--- config.mk ---
export PLATFORM = sky130hd
export DESIGN_NAME = alu_sumrest_ctrl
export DESIGN_NICKNAME = d
export VERILOG_FILES = /design/src/rtl/alu_sumrest_ctrl.sv
export SDC_FILE = /design/constraint.sdc
export NUM_CORES = 1
export LEC_CHECK = 0
export ABC_AREA = 1
export CAP_MARGIN = 20
export CORE_MARGIN = 2
export CORE_UTILIZATION = 48
export CTS_CLUSTER_DIAMETER = 200
export CTS_CLUSTER_SIZE = 12
export DETAILED_ROUTE_END_ITERATION = 8
export HOLD_SLACK_MARGIN = 0.06
export PLACE_DENSITY = 0.79
export SLEW_MARGIN = 25
export SYNTH_ARGS = -nofsm -noshare
export SYNTH_HDL_FRONTEND = slang
export SYNTH_SLANG_ARGS = --single-unit
--- constraint.sdc ---
create_clock -name CLK -period 2.14 [get_ports CLK]
set_input_delay 0.321 -clock CLK [delete_from_list [all_inputs] [get_ports CLK]]
set_output_delay 0.321 -clock CLK [all_outputs]
set_load 0.1 [all_outputs]
--- src/rtl/alu_sumrest_ctrl.sv ---
// Sequencer owning a shared add/subtract unit: ADD/SUB/CMP in one pass, unsigned MUL by shift-add.
// Latency 2 cycles (ADD/SUB/CMP) or W+1 cycles (MUL) from accepted START to DONE; START ignored while busy.
module alu_sumrest_ctrl #(
    parameter int W = 6
) (
    input  logic           CLK,
    input  logic           RST,
    input  logic           START,
    input  logic [1:0]     OP,
    input  logic [W-1:0]   OPA,
    input  logic [W-1:0]   OPB,
    output logic           BUSY,
    output logic           DONE,
    output logic [2*W-1:0] RES,
    output logic [3:0]     FLAGS,
    output logic           ADD_SEL,
    output logic [W-1:0]   ADD_A,
    output logic [W-1:0]   ADD_B,
    input  logic [W-1:0]   ADD_Y,
    input  logic           ADD_COUT
);
    localparam int CW = (W > 1) ? $clog2(W) : 1;

    localparam logic [1:0] S_IDLE = 2'd0;
    localparam logic [1:0] S_EXEC = 2'd1;
    localparam logic [1:0] S_MUL  = 2'd2;
    localparam logic [1:0] S_DONE = 2'd3;

    localparam logic [1:0] OP_MUL = 2'b10;
    localparam logic [1:0] OP_CMP = 2'b11;

    logic [1:0]    state;
    logic [1:0]    op_r;
    logic [W-1:0]  opa_r;
    logic [W-1:0]  hi;
    logic [W-1:0]  lo;   // holds OPB for single-pass ops, low product half during MUL
    logic [CW-1:0] cnt;

    logic [W-1:0]  bop;
    logic          exec_v;
    logic [W-1:0]  hi_nxt;
    logic [W-1:0]  lo_nxt;

    assign BUSY = (state != S_IDLE);
    assign DONE = (state == S_DONE);

    always_comb begin
        ADD_SEL = 1'b0;
        ADD_A   = '0;
        ADD_B   = '0;
        case (state)
            S_EXEC: begin
                ADD_SEL = op_r[0];
                ADD_A   = opa_r;
                ADD_B   = lo;
            end
            S_MUL: begin
                ADD_A = hi;
                ADD_B = lo[0] ? opa_r : '0;
            end
            default: ;
        endcase
    end

    // Signed overflow uses the operand the adder effectively added (inverted B on subtract).
    assign bop    = op_r[0] ? ~lo : lo;
    assign exec_v = (opa_r[W-1] == bop[W-1]) && (ADD_Y[W-1] != opa_r[W-1]);

    // One shift-add step: {carry, sum, lo} shifted right by one.
    assign hi_nxt = {ADD_COUT & lo[0], ADD_Y[W-1:1]};
    assign lo_nxt = {ADD_Y[0], lo[W-1:1]};

    always_ff @(posedge CLK) begin
        if (RST) begin
            state <= S_IDLE;
            op_r  <= '0;
            opa_r <= '0;
            hi    <= '0;
            lo    <= '0;
            cnt   <= '0;
            RES   <= '0;
            FLAGS <= '0;
        end else begin
            case (state)
                S_IDLE: begin
                    if (START) begin
                        op_r  <= OP;
                        opa_r <= OPA;
                        lo    <= OPB;
                        hi    <= '0;
                        cnt   <= '0;
                        state <= (OP == OP_MUL) ? S_MUL : S_EXEC;
                    end
                end
                S_EXEC: begin
                    if (op_r != OP_CMP) begin
                        RES <= {{W{1'b0}}, ADD_Y};
                    end
                    FLAGS <= {(ADD_Y == '0), ADD_Y[W-1], ADD_COUT, exec_v};
                    state <= S_DONE;
                end
                S_MUL: begin
                    hi  <= hi_nxt;
                    lo  <= lo_nxt;
                    cnt <= cnt + CW'(1);
                    if (cnt == CW'(W - 1)) begin
                        RES   <= {hi_nxt, lo_nxt};
                        FLAGS <= {({hi_nxt, lo_nxt} == '0), 1'b0, 1'b0, (hi_nxt != '0)};
                        state <= S_DONE;
                    end
                end
                default: begin
                    state <= S_IDLE;
                end
            endcase
        end
    end
endmodule

==> results_dict.tcl, run 1 <==
set metrics [dict create \
    cts.sinks 41 \
    pin_count 55 \
    nNetsFinal 393 \
    clock_latency_ns 0.30 \
    synthArstFlopShare_pct 0 \
    path_clk_slew_ns 0.08 \
    power_density_nw_per_um2 1466 \
    clock_skew_ns 0.004430 \
    ir_drop_mv 0.8536 \
    worstHoldPathType "reg2reg" \
    dp_hpwl_mm 4.408 \
    first_pass_iters 5 \
    crit_path_end_kind "output port" \
    port_buffers 54 \
    grtUsageTotal_pct 25.20 \
    cts-root-buf "clkbuf_8" \
    utilization_pct 74.53 \
    seqCellArea_um2 828.3 \
    grt-ovfl-total 0 \
    postSynthNetCount 336 \
    placed_cell_area_um2 2918 \
    drive_gt1_share_pct 21.05 \
    grt_pass1_wl_mm 9.825 \
    max-slew-margin-rel_pct 66.61 \
    period_share_pct 96.99 \
    initial_core_util_pct 50.98 \
    n_antenna_cell 0 \
    synth_area_leaders "dfxtp_1 39%, nand2_1 13%, a21oi_1 9.8%" \
    yosys-top-cells-count "70 x nand2_1, 41 x a21oi_1, 41 x dfxtp_1" \
    die_area_um2 4883 \
    clockBufferDepth 2 \
    vias_per_cell 5.438 \
    first_iter_violations 191 \
    synthDistinctLibCells 24 \
    yosysMostFrequentCell "nand2_1" \
    grt_pass1_vias 2098 \
    yosys_most_used_dff "dfxtp_1" \
    netlist_area_um2 2083 \
    slew_violations 0 \
    grt_antenna_before_repair 0 \
    worstMarginPinSlew_ns 0.5003 \
    timing.hold.ws_ns 0.4675 \
    worstPathMaxFanout 7 \
    hold_viol_final 0 \
    num_vias 2235 \
    gp_congestion 0.8718 \
    yosysTopAreaCellShare_pct 39.40 \
    wl_per_cell_um 14.64 \
    worst-setup-path-type "reg2out" \
    yosys.area.top_type "dfxtp_1" \
    clock.fmax_mhz 481.8 \
    multi_input_area_um2 1231 \
    fill_cells 335 \
    worstSetupStartpointType "flip-flop" \
    final_area_um2 3045 \
    drcViolationCount 0 \
    die_h_um 69.88 \
    critPathArrivalTime_ns 1.75 \
    seq_area_frac_synth_pct 39.40 \
    grt_max_degree 25 \
    routed_wl_mm 6.018 \
    required_ns 1.82 \
    syn_avg_cell_area_um2 6.875 \
    cts_buffers 5 \
    finalSetupViolations 0 \
    fin_cells 411 \
    ys_seq_elements 41 \
    area.growth.synth_to_final_pct 46.19 \
    final_antenna_net_count 0 \
    max_cap_viol_count 0 \
    syn_inst 303 \
    outcome "finished, final reports clean" \
    timing.final.crit_period_ns 2.076 \
    yosys_warnings 0 \
    dp_cells 399 \
    coreArea_um2 4086 \
    synth-edff-count 0 \
    cts_tree "done" \
    die_width_um 69.88 \
    p_leak_nw 1.229 \
    ctsHtreeMaxLevel 2 \
    row_count 23 \
]
-- metal layers --
layer	global-route usage, %	wire length, um
met1	33.45	2661
met2	40.53	2911
met5	0	0
met3	4.329	331
met4	10.26	114
-- metrics by stage --
stage          setup TNS, ns  total power, mW  setup WS, ns
3_5_place_dp               0            3.861        0.2726
6_report                   0            4.464       0.06446
5_1_grt            -0.003858            4.706     -0.003858
2_1_floorplan         -1.373            3.224       -0.4367
4_1_cts                    0            4.367      0.001604
3_3_place_gp               0            3.819        0.3218
-- worst paths after layout --
path | startpoint | to | slack [ns] | depth (start not counted)
worst max-delay path | state[1] | ADD_B[0] | 0.06 | 5
worst min-delay path | RES[2] | RES[2] | 0.47 | 2
worst max register to register | state[0] | RES[8] | 0.32 | 7
worst min register to register | RES[2] | RES[2] | 0.47 | 2
-- cells by family after synthesis --
kind of cell	count (synthesis)	synth area share [%]
AND/OR/NAND/NOR	128	25.29
AO/OA/AOI/OAI	80	21.02
buffers and inverters	45	8.889
flip-flops	41	39.40
adder cells (fa/ha/maj)	9	5.406
-- worst max-delay path, stage by stage, from the launching register on --
cell        delay [ns]
dfxtp_4           0.37
inv_2             0.11
ha_4              0.21
clkinvlp_4        0.20
a211oi_2          0.35
buf_12            0.22
-- state kept, by name, summed over array words and instances (netlist names) --
signal,count
FLAGS,4
RES,12
cnt,3
hi,6
lo,6
op_r,2
opa_r,6
state,2
-- power by group --
group / total [mW] / switching (mW) / internal, mW
sequential: 1.17 / 0.178 / 0.994
clock: 0.503 / 0.276 / 0.226
combinational: 2.79 / 2.00 / 0.793
-- layout by cell type, fill, tap and decap left out, drive strengths merged --
| cell type | synthesis | final |
|---|---|---|
| clkinvlp | 0 | 1 |
| a21oi | 41 | 41 |
| dfxtp | 41 | 41 |
| a211oi | 2 | 2 |
| nor3 | 6 | 6 |
| clkinv | 1 | 3 |
| nand3 | 22 | 22 |
| o22ai | 1 | 1 |
| o21ai | 26 | 26 |
| buf | 6 | 42 |
| nand2 | 72 | 72 |
| ha | 9 | 9 |
| a22oi | 1 | 1 |
| inv | 29 | 28 |
| a31oi | 4 | 4 |
| nand4 | 1 | 1 |
| nand3b | 1 | 1 |
| o31ai | 5 | 5 |
| clkdlybuf4s50 | 0 | 23 |
| clkbuf | 9 | 6 |
| nor2 | 26 | 26 |
-- what timing repair did --
| action | CTS | global route |
|---|---|---|
| hold buffers | 0 | 0 |
| resized for setup | 1 | 6 |
| pin swaps | 0 | 1 |
| endpoints found under the setup margin | 7 | 12 |
| setup buffers | 0 | 4 |
| cloned | 0 | 0 |
-- layout make-up --
cell class	count	share of cell area, %
well taps	50	2.054
multi-input cells	217	40.43
inverters	30	3.821
clock buffers	6	2.383
flip-flops and latches	41	27.20
clock inverters	2	0.3287
repair buffers	65	23.79
(Power assumes the default switching activity.)
==> run 2, diff against run 1 <==
CTS_CLUSTER_SIZE = not set   (was 12)
==> results of run 2 <==
The final DEF is identical to that of run 1; final timing and power are the same.
